==> config.mk <==
export PLATFORM = sky130hd
export DESIGN_NAME = ula_seq_ctrl
export DESIGN_NICKNAME = d
export VERILOG_FILES = /design/src/rtl/ula_seq_ctrl.sv
export SDC_FILE = /design/constraint.sdc
export NUM_CORES = 1
export LEC_CHECK = 0
export CORE_UTILIZATION = 43
export CTS_BUF_LIST = sky130_fd_sc_hd__clkbuf_16
export DETAILED_ROUTE_END_ITERATION = 12
export GPL_TIMING_DRIVEN = 0
export PLACE_DENSITY_LB_ADDON = 0.25
export SLEW_MARGIN = 30
export SYNTH_ARGS = -nofsm -noshare
export SYNTH_HDL_FRONTEND = slang
export SYNTH_SLANG_ARGS = --single-unit
==> constraint.sdc <==
create_clock -name clk -period 2.2 [get_ports clk]
set_clock_uncertainty 0.2 [all_clocks]
set_input_delay 0.55 -clock clk [delete_from_list [all_inputs] [get_ports clk]]
set_output_delay 0.55 -clock clk [all_outputs]
set_load 0.005 [all_outputs]
==> src/rtl/ula_seq_ctrl.sv <==
// ----------------------------------------------------------------------------
// ula_seq_ctrl
//
// Purpose:
//   Sequencer in front of a combinational single-digit BCD ULA
//   (sum / sub / mult / div). It accepts one command at a time over a
//   valid/ready port and checks the operands. For a legal command it drives
//   the ULA inputs, waits SETTLE_CYCLES clock edges, and then captures the ULA
//   results. It returns those results, or an error code, over a valid/ready
//   response port. This block is the only master of the ULA.
//
// Parameters:
//   SETTLE_CYCLES  number of clock edges from the accept edge to the result
//                  capture edge. The legal range is 1..15.
//
// Ports:
//   clk        in   system clock, rising edge
//   rst_n      in   asynchronous active-low reset
//   cmd_valid  in   command present
//   cmd_ready  out  a command can be accepted (IDLE only)
//   cmd_a      in   operand a, legal 0..9
//   cmd_b      in   operand b, legal 0..9
//   cmd_op     in   0=sum 1=sub 2=mult 3=div
//   alu_a      out  ULA operand a (registered, holds between commands)
//   alu_b      out  ULA operand b (registered, holds between commands)
//   alu_op     out  ULA opcode (registered, holds between commands)
//   alu_r1     in   ULA result1 (units digit / quotient)
//   alu_r2     in   ULA result2 (carry / tens / 15 = negative)
//   rsp_valid  out  response present
//   rsp_ready  in   consumer takes the response
//   rsp_digit  out  captured result1
//   rsp_hi     out  captured result2
//   rsp_err    out  0=ok 1=operand>9 2=divide by zero
//   busy       out  high in every state except IDLE
//   done_cnt   out  error-free responses delivered, wraps 255->0
// ----------------------------------------------------------------------------
module ula_seq_ctrl #(
    parameter int unsigned SETTLE_CYCLES = 2
) (
    input  logic       clk,
    input  logic       rst_n,
    input  logic       cmd_valid,
    output logic       cmd_ready,
    input  logic [7:0] cmd_a,
    input  logic [7:0] cmd_b,
    input  logic [1:0] cmd_op,
    output logic [7:0] alu_a,
    output logic [7:0] alu_b,
    output logic [1:0] alu_op,
    input  logic [7:0] alu_r1,
    input  logic [7:0] alu_r2,
    output logic       rsp_valid,
    input  logic       rsp_ready,
    output logic [7:0] rsp_digit,
    output logic [7:0] rsp_hi,
    output logic [1:0] rsp_err,
    output logic       busy,
    output logic [7:0] done_cnt
);

    typedef enum logic [1:0] {
        ST_IDLE = 2'd0,
        ST_WAIT = 2'd1,
        ST_RESP = 2'd2
    } state_t;

    localparam logic [3:0] SETTLE_INIT = 4'(SETTLE_CYCLES);
    localparam logic [1:0] OP_DIV      = 2'd3;
    localparam logic [1:0] ERR_NONE    = 2'd0;
    localparam logic [1:0] ERR_RANGE   = 2'd1;
    localparam logic [1:0] ERR_DIV0    = 2'd2;

    state_t     state_reg,     state_next;
    logic [3:0] cnt_reg,       cnt_next;
    logic [7:0] alu_a_reg,     alu_a_next;
    logic [7:0] alu_b_reg,     alu_b_next;
    logic [1:0] alu_op_reg,    alu_op_next;
    logic [7:0] rsp_digit_reg, rsp_digit_next;
    logic [7:0] rsp_hi_reg,    rsp_hi_next;
    logic [1:0] rsp_err_reg,   rsp_err_next;
    logic [7:0] done_cnt_reg,  done_cnt_next;

    // State and datapath registers
    always_ff @(posedge clk or negedge rst_n) begin
        if (!rst_n) begin
            state_reg     <= ST_IDLE;
            cnt_reg       <= 4'd0;
            alu_a_reg     <= 8'd0;
            alu_b_reg     <= 8'd0;
            alu_op_reg    <= 2'd0;
            rsp_digit_reg <= 8'd0;
            rsp_hi_reg    <= 8'd0;
            rsp_err_reg   <= 2'd0;
            done_cnt_reg  <= 8'd0;
        end else begin
            state_reg     <= state_next;
            cnt_reg       <= cnt_next;
            alu_a_reg     <= alu_a_next;
            alu_b_reg     <= alu_b_next;
            alu_op_reg    <= alu_op_next;
            rsp_digit_reg <= rsp_digit_next;
            rsp_hi_reg    <= rsp_hi_next;
            rsp_err_reg   <= rsp_err_next;
            done_cnt_reg  <= done_cnt_next;
        end
    end

    // Next-state and datapath logic
    always_comb begin
        state_next     = state_reg;
        cnt_next       = cnt_reg;
        alu_a_next     = alu_a_reg;
        alu_b_next     = alu_b_reg;
        alu_op_next    = alu_op_reg;
        rsp_digit_next = rsp_digit_reg;
        rsp_hi_next    = rsp_hi_reg;
        rsp_err_next   = rsp_err_reg;
        done_cnt_next  = done_cnt_reg;

        case (state_reg)
            ST_IDLE: begin
                if (cmd_valid) begin
                    // The range error is checked first, so it takes priority
                    // over divide-by-zero. Rejected commands leave alu_*
                    // untouched.
                    if ((cmd_a > 8'd9) || (cmd_b > 8'd9)) begin
                        rsp_err_next   = ERR_RANGE;
                        rsp_digit_next = 8'd0;
                        rsp_hi_next    = 8'd0;
                        state_next     = ST_RESP;
                    end else if ((cmd_op == OP_DIV) && (cmd_b == 8'd0)) begin
                        rsp_err_next   = ERR_DIV0;
                        rsp_digit_next = 8'd0;
                        rsp_hi_next    = 8'd0;
                        state_next     = ST_RESP;
                    end else begin
                        alu_a_next  = cmd_a;
                        alu_b_next  = cmd_b;
                        alu_op_next = cmd_op;
                        cnt_next    = SETTLE_INIT;
                        state_next  = ST_WAIT;
                    end
                end
            end

            ST_WAIT: begin
                // The ULA was loaded on the accept edge. The capture happens
                // on the edge where the count has reached 1, which is
                // SETTLE_CYCLES edges after the accept edge.
                cnt_next = cnt_reg - 4'd1;
                if (cnt_reg == 4'd1) begin
                    rsp_digit_next = alu_r1;
                    rsp_hi_next    = alu_r2;
                    rsp_err_next   = ERR_NONE;
                    state_next     = ST_RESP;
                end
            end

            ST_RESP: begin
                if (rsp_ready) begin
                    state_next = ST_IDLE;
                    if (rsp_err_reg == ERR_NONE) begin
                        done_cnt_next = done_cnt_reg + 8'd1;
                    end
                end
            end

            default: begin
                state_next = ST_IDLE;
            end
        endcase
    end

    assign cmd_ready = (state_reg == ST_IDLE);
    assign rsp_valid = (state_reg == ST_RESP);
    assign busy      = (state_reg != ST_IDLE);
    assign alu_a     = alu_a_reg;
    assign alu_b     = alu_b_reg;
    assign alu_op    = alu_op_reg;
    assign rsp_digit = rsp_digit_reg;
    assign rsp_hi    = rsp_hi_reg;
    assign rsp_err   = rsp_err_reg;
    assign done_cnt  = done_cnt_reg;

endmodule

======== Word level (Yosys, flattened, before mapping) ========
Index checks and enable logic that the tools add are counted.
storage, ports and cells
  ROM bits ................................ 0
  input port bits ......................... 38
  memories kept ........................... 0
  bits in latches ......................... 0
  output and inout bits ................... 47
  memory bits (writable) .................. 0
  bits in registers ....................... 50
cells by class
  shifts and indexed selects .............. 0
  mux-type cells .......................... 22
  $add $sub $neg .......................... 2
  div/mod/pow operators ................... 0
  reductions and logical operators ........ 12
  bitwise logic cells ..................... 2
  equal/unequal tests ..................... 10
  magnitude comparators ................... 2
  $mul .................................... 0
operators with widths
  operator               count
  $mux W8                5
  $pmux W8 S2            2
  $mux W2                9
  $gt A8 B4 Y1 const B   2
  $mux W4                3
  $reduce_and A4 Y1      3
  $add A8 B1 Y8 const B  1
  $logic_not A8 Y1       1
  $ne A2 B2 Y1 const B   4
  $pmux W4 S2            1
  $pmux W2 S3            1
  $reduce_and A3 Y1      2
  $eq A2 B2 Y1 const B   2
  $eq A4 B1 Y1 const B   1
  $logic_not A2 Y1       2
  $pmux W2 S2            1
  $reduce_bool A2 Y1     2
  $sub A4 B1 Y4 const B  1
  $ne A3 B1 Y1 const B   1
  $eq A2 B1 Y1 const B   1
  $ne A2 B1 Y1 const B   1
  $not A1 Y1             2
  $logic_and A1 B1 Y1    1
  $logic_or A1 B1 Y1     1

======== Longest topological paths before layout ========
Gate-level depths: netlist (run 1).
  depth in word-level cells ............... 6
  depth in mapped cells ................... 7
  gate-level depth less buffers ........... 6

======== Least setup slack after synthesis (run 1) ========
Ideal clock, no wire load.
  path type ............................... input to register
  start ................................... in cmd_a[7]
  end ..................................... reg alu_b_reg[3], in the netlist alu_b[3]
  stages on the path ...................... 5
  required time ........................... 1.873 ns
  library setup time ...................... 0.127 ns
  slack ................................... 0.052 ns
  arrival time ............................ 1.821 ns
  path buffers ............................ 1
  cell sequence ........................... nor4_4 nand4_2 nor3_4 buf_6 mux2_1
between the ends
  word-level cells in the longest chain between the ends .. 4
RTL lines
  item                                line  source
  start: declaration                  44    input logic [7:0] cmd_a,
  $gt A8 B4 Y1                        126   if ((cmd_a > 8'd9) || (cmd_b > 8'd9)) begin
  $logic_or A1 B1 Y1                  126
  $not A1 Y1 (no source line)         n/a
  $reduce_and A4 Y1 (no source line)  n/a
  end signal: assignment              99    alu_b_reg <= alu_b_next;
  end: declaration                    76    logic [7:0] alu_b_reg, alu_b_next;
No other way between the ends.
A chain may end at the register's enable or synchronous reset.

======== Worst setup path after layout (run 1) ========
  start ................................... in cmd_a[2]
  end ..................................... reg alu_b_reg[2], in the netlist alu_b[2]
Same word-level chain as after synthesis.

==> metrics.txt, run 1 <==
status complete, no violations; met2 WL 2.42 mm; final WL 5.10 mm; period utilization 0.989; area delta synth->final 58.5%; sum of negative setup slack 0 ns; DRT Pass-1 Iters 4; Commonest cells post-synth 50 x dfrtp_1, 16 x a22o_1, 9 x mux2_2, 9 x nand2_1, 8 x nor2b_1; final net count 302; DP HPWL 3.38 mm; num rows 25; Synth area leader dfrtp_1; final instance area 0.00338 mm^2; die width 72.4 um; total die area 0.00524 mm^2; Slew Limit Fails 0; Arrival @ worst endpoint 2.15 ns; CP Class in2reg; hold crit path type in2async; Routed met3 length 318 um; H-Tree Depth 2; FMAX 460 MHz; Slowest cell on crit path clkdlybuf4s50_1; Inst Count DP 311; final core utilization 0.711; GR Overflow Total 0; most frequent cell after synthesis dfrtp_1; Die H 72.4 um; DR vias 1669; startpoint types input port; Final Non-Filler Cells 330; Post-Syn Area 0.00213 mm^2; Reg clk slew, reported paths 0.07 ns; uppermost routed layer met4; Gate Count Post-Synth 160; worst-path cell chain clkdlybuf4s50_1, o21ai_2, nand2_2, nor3_4, buf_6, mux2_2; Core ar. 0.00475 mm^2; leakage 0.00159 uW; initial antenna violation count 1; GP Congestion 0.793; Critical Path End Type flip-flop; Yosys cell types 39; Syn Nets 201; starting density of the core 0.448; Clock Latency Late Sink 0.29 ns; CTS Sinks 50; Syn. warnings 0; required time worst endpoint 2.17 ns; worst-margin pin slew 0.613 ns; Critical Path Max Stage Delay 0.45 ns; vias in the first global route 1644; CP max FO 5; Period minus WS final 2.18 ns; post-synthesis sequential area ratio 0.587; DRC viols 0; pre-CTS setup slack -0.654 ns; antenna-violating nets left 0; CTS Hold Buffers Added 0; CTS max path bufs 2; Crit path buffers/inverters 2; #FFs+latches synth 50; port bufs 84; CTS tree yes; RSZ-0062 raised after global routing yes; Root Driver clkbuf_16; dominant cells by area after synthesis dfrtp_1 59%, a22o_1 6.6%, mux2_2 4.8%, nor2b_1 2.3%, xnor2_1 2.1%; Pwr per Cell Area 601 mW/mm^2; Max-cap violations 0; dpl cell area 0.00305 mm^2; pin count of the biggest net entering global routing 51; Max VDD drop 0.000427 V; WL per Instance 15.5 um; M1 WL 2.28 mm; Crit path max-delay family buffers and inverters; ys flop type dfrtp_1; drt initial violations 100; Final Hold Vio Count 0; ys async rst share 1.00; area share of the largest cell type after synthesis 0.587; Via-to-Cell Ratio 5.06; EDFF count, synth 0; Avg Inst Size Synth 13.3 um^2; share of cells above drive strength 1 0.179; Final setup viols 0; first-pass GRT wire length 7.90 mm; final setup margin 0.0250 ns; I/O Pins 85; Max-slew headroom 0.588; TritonCTS buffer count 5; gr usage total 0.198
-- worst paths after layout --
path                                            to  slack, ns               startpoint  cells past startpoint
setup / recovery              alu_b[2]$_DFFE_PN0P_       0.02                 cmd_a[2]                      6
hold / removal                alu_a[0]$_DFFE_PN0P_       0.07                    rst_n                      1
setup reg to reg             rsp_hi[4]$_DFFE_PN0P_       0.19   cnt_reg[1]$_DFFE_PN0P_                      7
hold reg to reg            done_cnt[7]$_DFFE_PN0P_       0.28  done_cnt[7]$_DFFE_PN0P_                      1
max in group asynchronous   cnt_reg[2]$_DFFE_PN0P_       1.31                    rst_n                      1
min in group clk           done_cnt[7]$_DFFE_PN0P_       0.28  done_cnt[7]$_DFFE_PN0P_                      1
-- cell type report --
class                           instances  area [um^2]
Inverter                                7         26.3
Antenna cell                            1         2.50
Sequential cell                        50         1250
Multi-Input combinational cell         98          858
Timing Repair Buffer                   94          942
Buffer                                  5         46.3
Clock buffer                            5          125
Tap cell                               67         83.8
Fill cell                             340         1380
Clock inverter                          3         43.8
-- power by group --
part,switching [uW],internal (uW),leakage [uW]
Clock,335,538,0.0000842
Sequential,10.9,930,0.000671
Combinational,99.4,116,0.000832
Total,446,1580,0.00159
-- metrics by stage --
step                      hold slack [ns]  total power [uW]
after floorplan                    0.0544              1020
after global placement              0.263              1160
after detailed placement            0.276              1160
after CTS                          0.0975              2040
after global routing                0.130              2100
final                              0.0660              2030
-- cell usage in the layout (no fill, tap or decap), types with 2 or more instances in the layout --
cell,count
clkdlybuf4s50_1,69
dfrtp_1,50
a22o_1,16
buf_4,9
mux2_2,9
nor2b_1,8
nand2_1,8
inv_1,7
dlymetal6s2s_1,7
dlygate4sd2_1,7
nand3_1,6
buf_6,5
xnor2_1,5
clkbuf_16,5
nor3_1,3
o221ai_1,3
ha_1,3
o21ai_2,2
nor3_4,2
nor4_4,2
nand2b_1,2
a21oi_1,2
mux2_1,2
nand4_1,2
xor2_1,2
-- routing by layer --
metal  vias up  global-route usage
met1       817               0.282
li1        786                   -
met3         6              0.0583
met4         0              0.0523
met2        60               0.296
met5         -                   0
-- logic make-up after synthesis --
kind of cell	synth area share
muxes	0.0628
xor gates and xnor gates	0.0288
and+or+nand+nor	0.143
adders and majority gates	0.0176
AOI/OAI and AO/OA	0.130
DFF	0.587
buffers and inverters	0.0311
-- what timing repair did --
action                                  4_1_cts  5_1_grt
endpoints found under the setup margin       39       34
buffers inserted                              8        2
pin swaps                                     5        5
gates resized for setup                      14       11
(Power assumes the default switching activity.)
==> run 2, diff against run 1 <==
CORE_UTILIZATION = 46   (was 43)
clock period = 2.6 ns   (was 2.2 ns; I/O delays follow)
==> metrics.txt, run 2 (synthesis results as in run 1) <==
I/O Pins 85; starting density of the core 0.483; DP HPWL 3.38 mm; hold crit path type in2async; num rows 24; Min Hold Slack 0.178 ns; Clock Latency Late Sink 0.29 ns; initial antenna violation count 0; DR vias 1646; vias in the first global route 1589; Period minus WS final 2.52 ns; gr usage total 0.204; leakage 0.00149 uW; total die area 0.00491 mm^2; required time worst endpoint 2.57 ns; diode count 0; area delta synth->final 53.0%; Die H 70.1 um; final net count 297; startpoint types input port; Via-to-Cell Ratio 5.33; Critical Path End Type flip-flop; CP max FO 4; most common cell after layout, fill and taps aside clkdlybuf4s50_1; TritonCTS buffer count 5; status complete, no violations; Core ar. 0.00441 mm^2; GP Congestion 0.771; CP Class in2reg; Max VDD drop 0.000484 V; FILL cells 298; Arrival @ worst endpoint 2.49 ns; Pwr per Cell Area 551 mW/mm^2; die width 70.1 um; period utilization 0.968; CTS Sinks 50; Final Hold Vio Count 0; worst-margin pin slew 0.776 ns; GR Overflow Total 0; Root Driver clkbuf_16; Reg clk slew, reported paths 0.06 ns; DRT Pass-1 Iters 4; RSZ-0062 raised after global routing no; Slew Limit Fails 0; sum of negative setup slack 0 ns; Max-cap violations 0; CTS tree yes; Final setup viols 0; port bufs 84; H-Tree Depth 2; most frequent cells in the layout 83 x clkdlybuf4s50_1, 50 x dfrtp_1, 16 x a22o_1, 9 x nand2_1, 9 x mux2_2; final WL 4.84 mm; CTS Hold Buffers Added 0; share of cells above drive strength 1 0.136; pin count of the biggest net entering global routing 51; Max-slew headroom 0.479; drt initial violations 89; CTS max path bufs 2; DRC viols 0; WL per Instance 15.7 um; FMAX 397 MHz; antenna-violating nets left 0; first-pass GRT wire length 7.74 mm
## run 2: cell types whose count changed in the layout (fill, tap and decap cells not counted), sizes merged
cell	delta
buf	-5
bufinv	+1
clkdlybuf4s50	+14
diode	-1
dlygate4sd2	-7
dlymetal6s2s	-7
inv	-1
## run 2: stage by stage
| step | power [uW] | cells | area (um^2) | setup WS (ns) | utilization |
|---|---|---|---|---|---|
| 2_1_floorplan | 865 | 160 | 2130 | 0.352 | - |
| 3_3_place_gp | 978 | 296 | 3040 | -0.734 | 0.688 |
| 3_5_place_dp | 983 | 296 | 3040 | -0.357 | 0.688 |
| 4_1_cts | 1820 | 307 | 3250 | 0.0765 | 0.736 |
| 5_1_grt | 1850 | 309 | 3260 | 0.0331 | 0.739 |
| 6_report | 1800 | 309 | 3260 | 0.0838 | 0.739 |
## run 2: report_power, final
part / internal, uW / switching, uW
registers: 787 / 7.89
clock network: 548 / 278
logic: 97.7 / 79.0
## run 2: timing repair
action,CTS,global route
gates resized for setup,0,0
cloned,0,0
setup endpoints to repair,2,2
endpoints found under the hold margin,0,0
pin swaps,1,1
setup buffers,3,2
## run 2: path summary, 6_finish.rpt
| path | from | end | slack, ns | depth (start not counted) |
|---|---|---|---|---|
| worst max-delay path | cmd_b[6] | alu_a[1]$_DFFE_PN0P_ | 0.08 | 6 |
| worst min-delay path | rst_n | done_cnt[5]$_DFFE_PN0P_ | 0.18 | 1 |
| worst max register to register | cnt_reg[1]$_DFFE_PN0P_ | rsp_hi[6]$_DFFE_PN0P_ | 0.35 | 6 |
| worst min register to register | done_cnt[7]$_DFFE_PN0P_ | done_cnt[7]$_DFFE_PN0P_ | 0.27 | 1 |
| max in group asynchronous | rst_n | alu_b[4]$_DFFE_PN0P_ | 1.61 | 1 |
| min in group clk | done_cnt[7]$_DFFE_PN0P_ | done_cnt[7]$_DFFE_PN0P_ | 0.27 | 1 |
## run 2: layout make-up
type                       instances  area [um^2]  share of cell area
inverter                           7         26.3             0.00806
tap                               52         65.1              0.0199
clock inverter                     3         63.8              0.0196
clock buffer                       5          125              0.0384
timing repair buffer              89          876               0.269
buffer                             5         40.0              0.0123
sequential                        50         1250               0.384
multi-input combinational         98          815               0.250
## run 2: routing by layer
layer,global-route usage,wire (um),up-vias
met5,0,0,-
met4,0.0733,96,0
met3,0.0693,313,10
met2,0.329,2380,51
met1,0.255,2060,813
li1,-,-,772
## run 2: worst max-delay path, stage by stage
cell             delay, ns
clkdlybuf4s50_1       0.47
nor4_4                0.36
nand4_2               0.20
nor3_4                0.30
buf_4                 0.19
mux2_2                0.33
==> run 3, diff against run 2 <==
CORE_MARGIN = 10   (was not set)
==> metrics.txt, run 3 (synthesis results as in run 1) <==
Final Hold Vio Count 0; M1 WL 2.24 mm; Arrival @ worst endpoint 2.46 ns; H-Tree Depth 2; FF-to-FF path depth 6; TritonCTS buffer count 5; DRC viols 0; CTS Sinks 50; startpoint types input port; final net count 296; Die H 88.1 um; port bufs 84; Reg2Reg Capture Point rsp_digit[7]$_DFFE_PN0P_; GP Congestion 0.819; worst-margin pin slew 0.832 ns; Final Non-Filler Cells 307; initial antenna violation count 0; diode count 0; final core utilization 0.725; FILL cells 310; first-pass GRT wire length 8.74 mm; die width 88.1 um; vias in the first global route 1723; drt initial violations 62; DRT Pass-1 Iters 4; Critical Path End Type flip-flop; reg2reg setup slack 0.32 ns; Slew Limit Fails 0; CP max FO 5; leakage 0.00146 uW; Via-to-Cell Ratio 5.35; gr usage total 0.141; period utilization 0.959; hold crit path type in2async; Max-cap violations 0; Period minus WS final 2.49 ns; uppermost routed layer met4; required time worst endpoint 2.57 ns; Final setup viols 0; num rows 24; Min Hold Slack 0.180 ns; CTS tree yes; share of cells above drive strength 1 0.129; Routed met3 length 493 um; Inst Count DP 296; CTS Hold Buffers Added 0; Reg clk slew, reported paths 0.06 ns; Max-slew headroom 0.441; pin count of the biggest net entering global routing 51; area delta synth->final 50.2%; RSZ-0062 raised after global routing no; FMAX 401 MHz; GR Overflow Total 0; Clock Latency Late Sink 0.28 ns; Pwr per Cell Area 494 mW/mm^2; met2 WL 2.72 mm; WL per Instance 17.9 um; most frequent cells in the layout 83 x clkdlybuf4s50_1, 50 x dfrtp_1, 16 x a22o_1, 9 x nand2_1, 9 x mux2_2; CP Class in2reg; I/O Pins 85; final WL 5.49 mm; antenna-violating nets left 0; CTS max path bufs 2; total die area 0.00776 mm^2; status complete, no violations; Max VDD drop 0.000333 V; reg2reg start cnt_reg[1]$_DFFE_PN0P_; most common cell after layout, fill and taps aside clkdlybuf4s50_1; Core ar. 0.00441 mm^2; starting density of the core 0.483; Root Driver clkbuf_16; DP HPWL 4.14 mm; DR vias 1641; Post-CTS Resized 0
## run 3: timing repair
action,CTS,global route
setup endpoints to repair,2,10
cloned,0,0
setup buffers,2,2
pin swaps,1,1
## run 3: area by class of cell
cell class	instances	area (um^2)	area share
Sequential cell	50	1250	0.391
Tap cell	52	65.1	0.0203
Inverter	7	26.3	0.00821
Timing Repair Buffer	88	868	0.271
Clock buffer	5	125	0.0391
Buffer	5	40.0	0.0125
Multi-Input combinational cell	98	815	0.254
Clock inverter	2	11.3	0.00352
## run 3: metrics by stage
step           total power [uW]  setup slack [ns]  setup TNS (ns)  area, um^2
2_1_floorplan               865             0.352               0        2130
3_3_place_gp                981            -0.722          -40.41        3040
3_5_place_dp                984            -0.326           -4.87        3040
4_1_cts                    1600            0.0809               0        3190
5_1_grt                    1650            0.0264               0        3200
6_report                   1580             0.108               0        3200
## run 3: power by group
group / leakage, uW / switching (uW) / total [uW] / internal, uW
registers: 0.000671 / 8.18 / 796 / 787
clock network: 0.0000671 / 263 / 610 / 347
logic: 0.000721 / 78.6 / 176 / 97.8
total: 0.00146 / 350 / 1580 / 1230
## run 3: critical path: stages
cell,delay (ns)
clkdlybuf4s50_1,0.44
nor4_4,0.36
nand4_2,0.20
nor3_4,0.28
buf_4,0.19
mux2_2,0.33
## run 3: worst max path at each step
stage	depth (start not counted)	end	startpoint
floorplan	5	alu_b[3]$_DFFE_PN0P_	cmd_a[7]
global placement	1	alu_b[4]$_DFFE_PN0P_	rst_n
detailed placement	6	alu_op[1]$_DFFE_PN0P_	cmd_b[6]
CTS	6	rsp_digit[7]$_DFFE_PN0P_	cmd_b[1]
global route	6	alu_a[3]$_DFFE_PN0P_	cmd_b[6]
finish	6	alu_a[2]$_DFFE_PN0P_	cmd_a[7]
## run 3: per-layer routing
metal  vias to the layer above  track usage
li1                        773            -
met1                       816        0.172
met2                        49        0.223
met3                         3       0.0715
met4                         0       0.0257
met5                         -            0
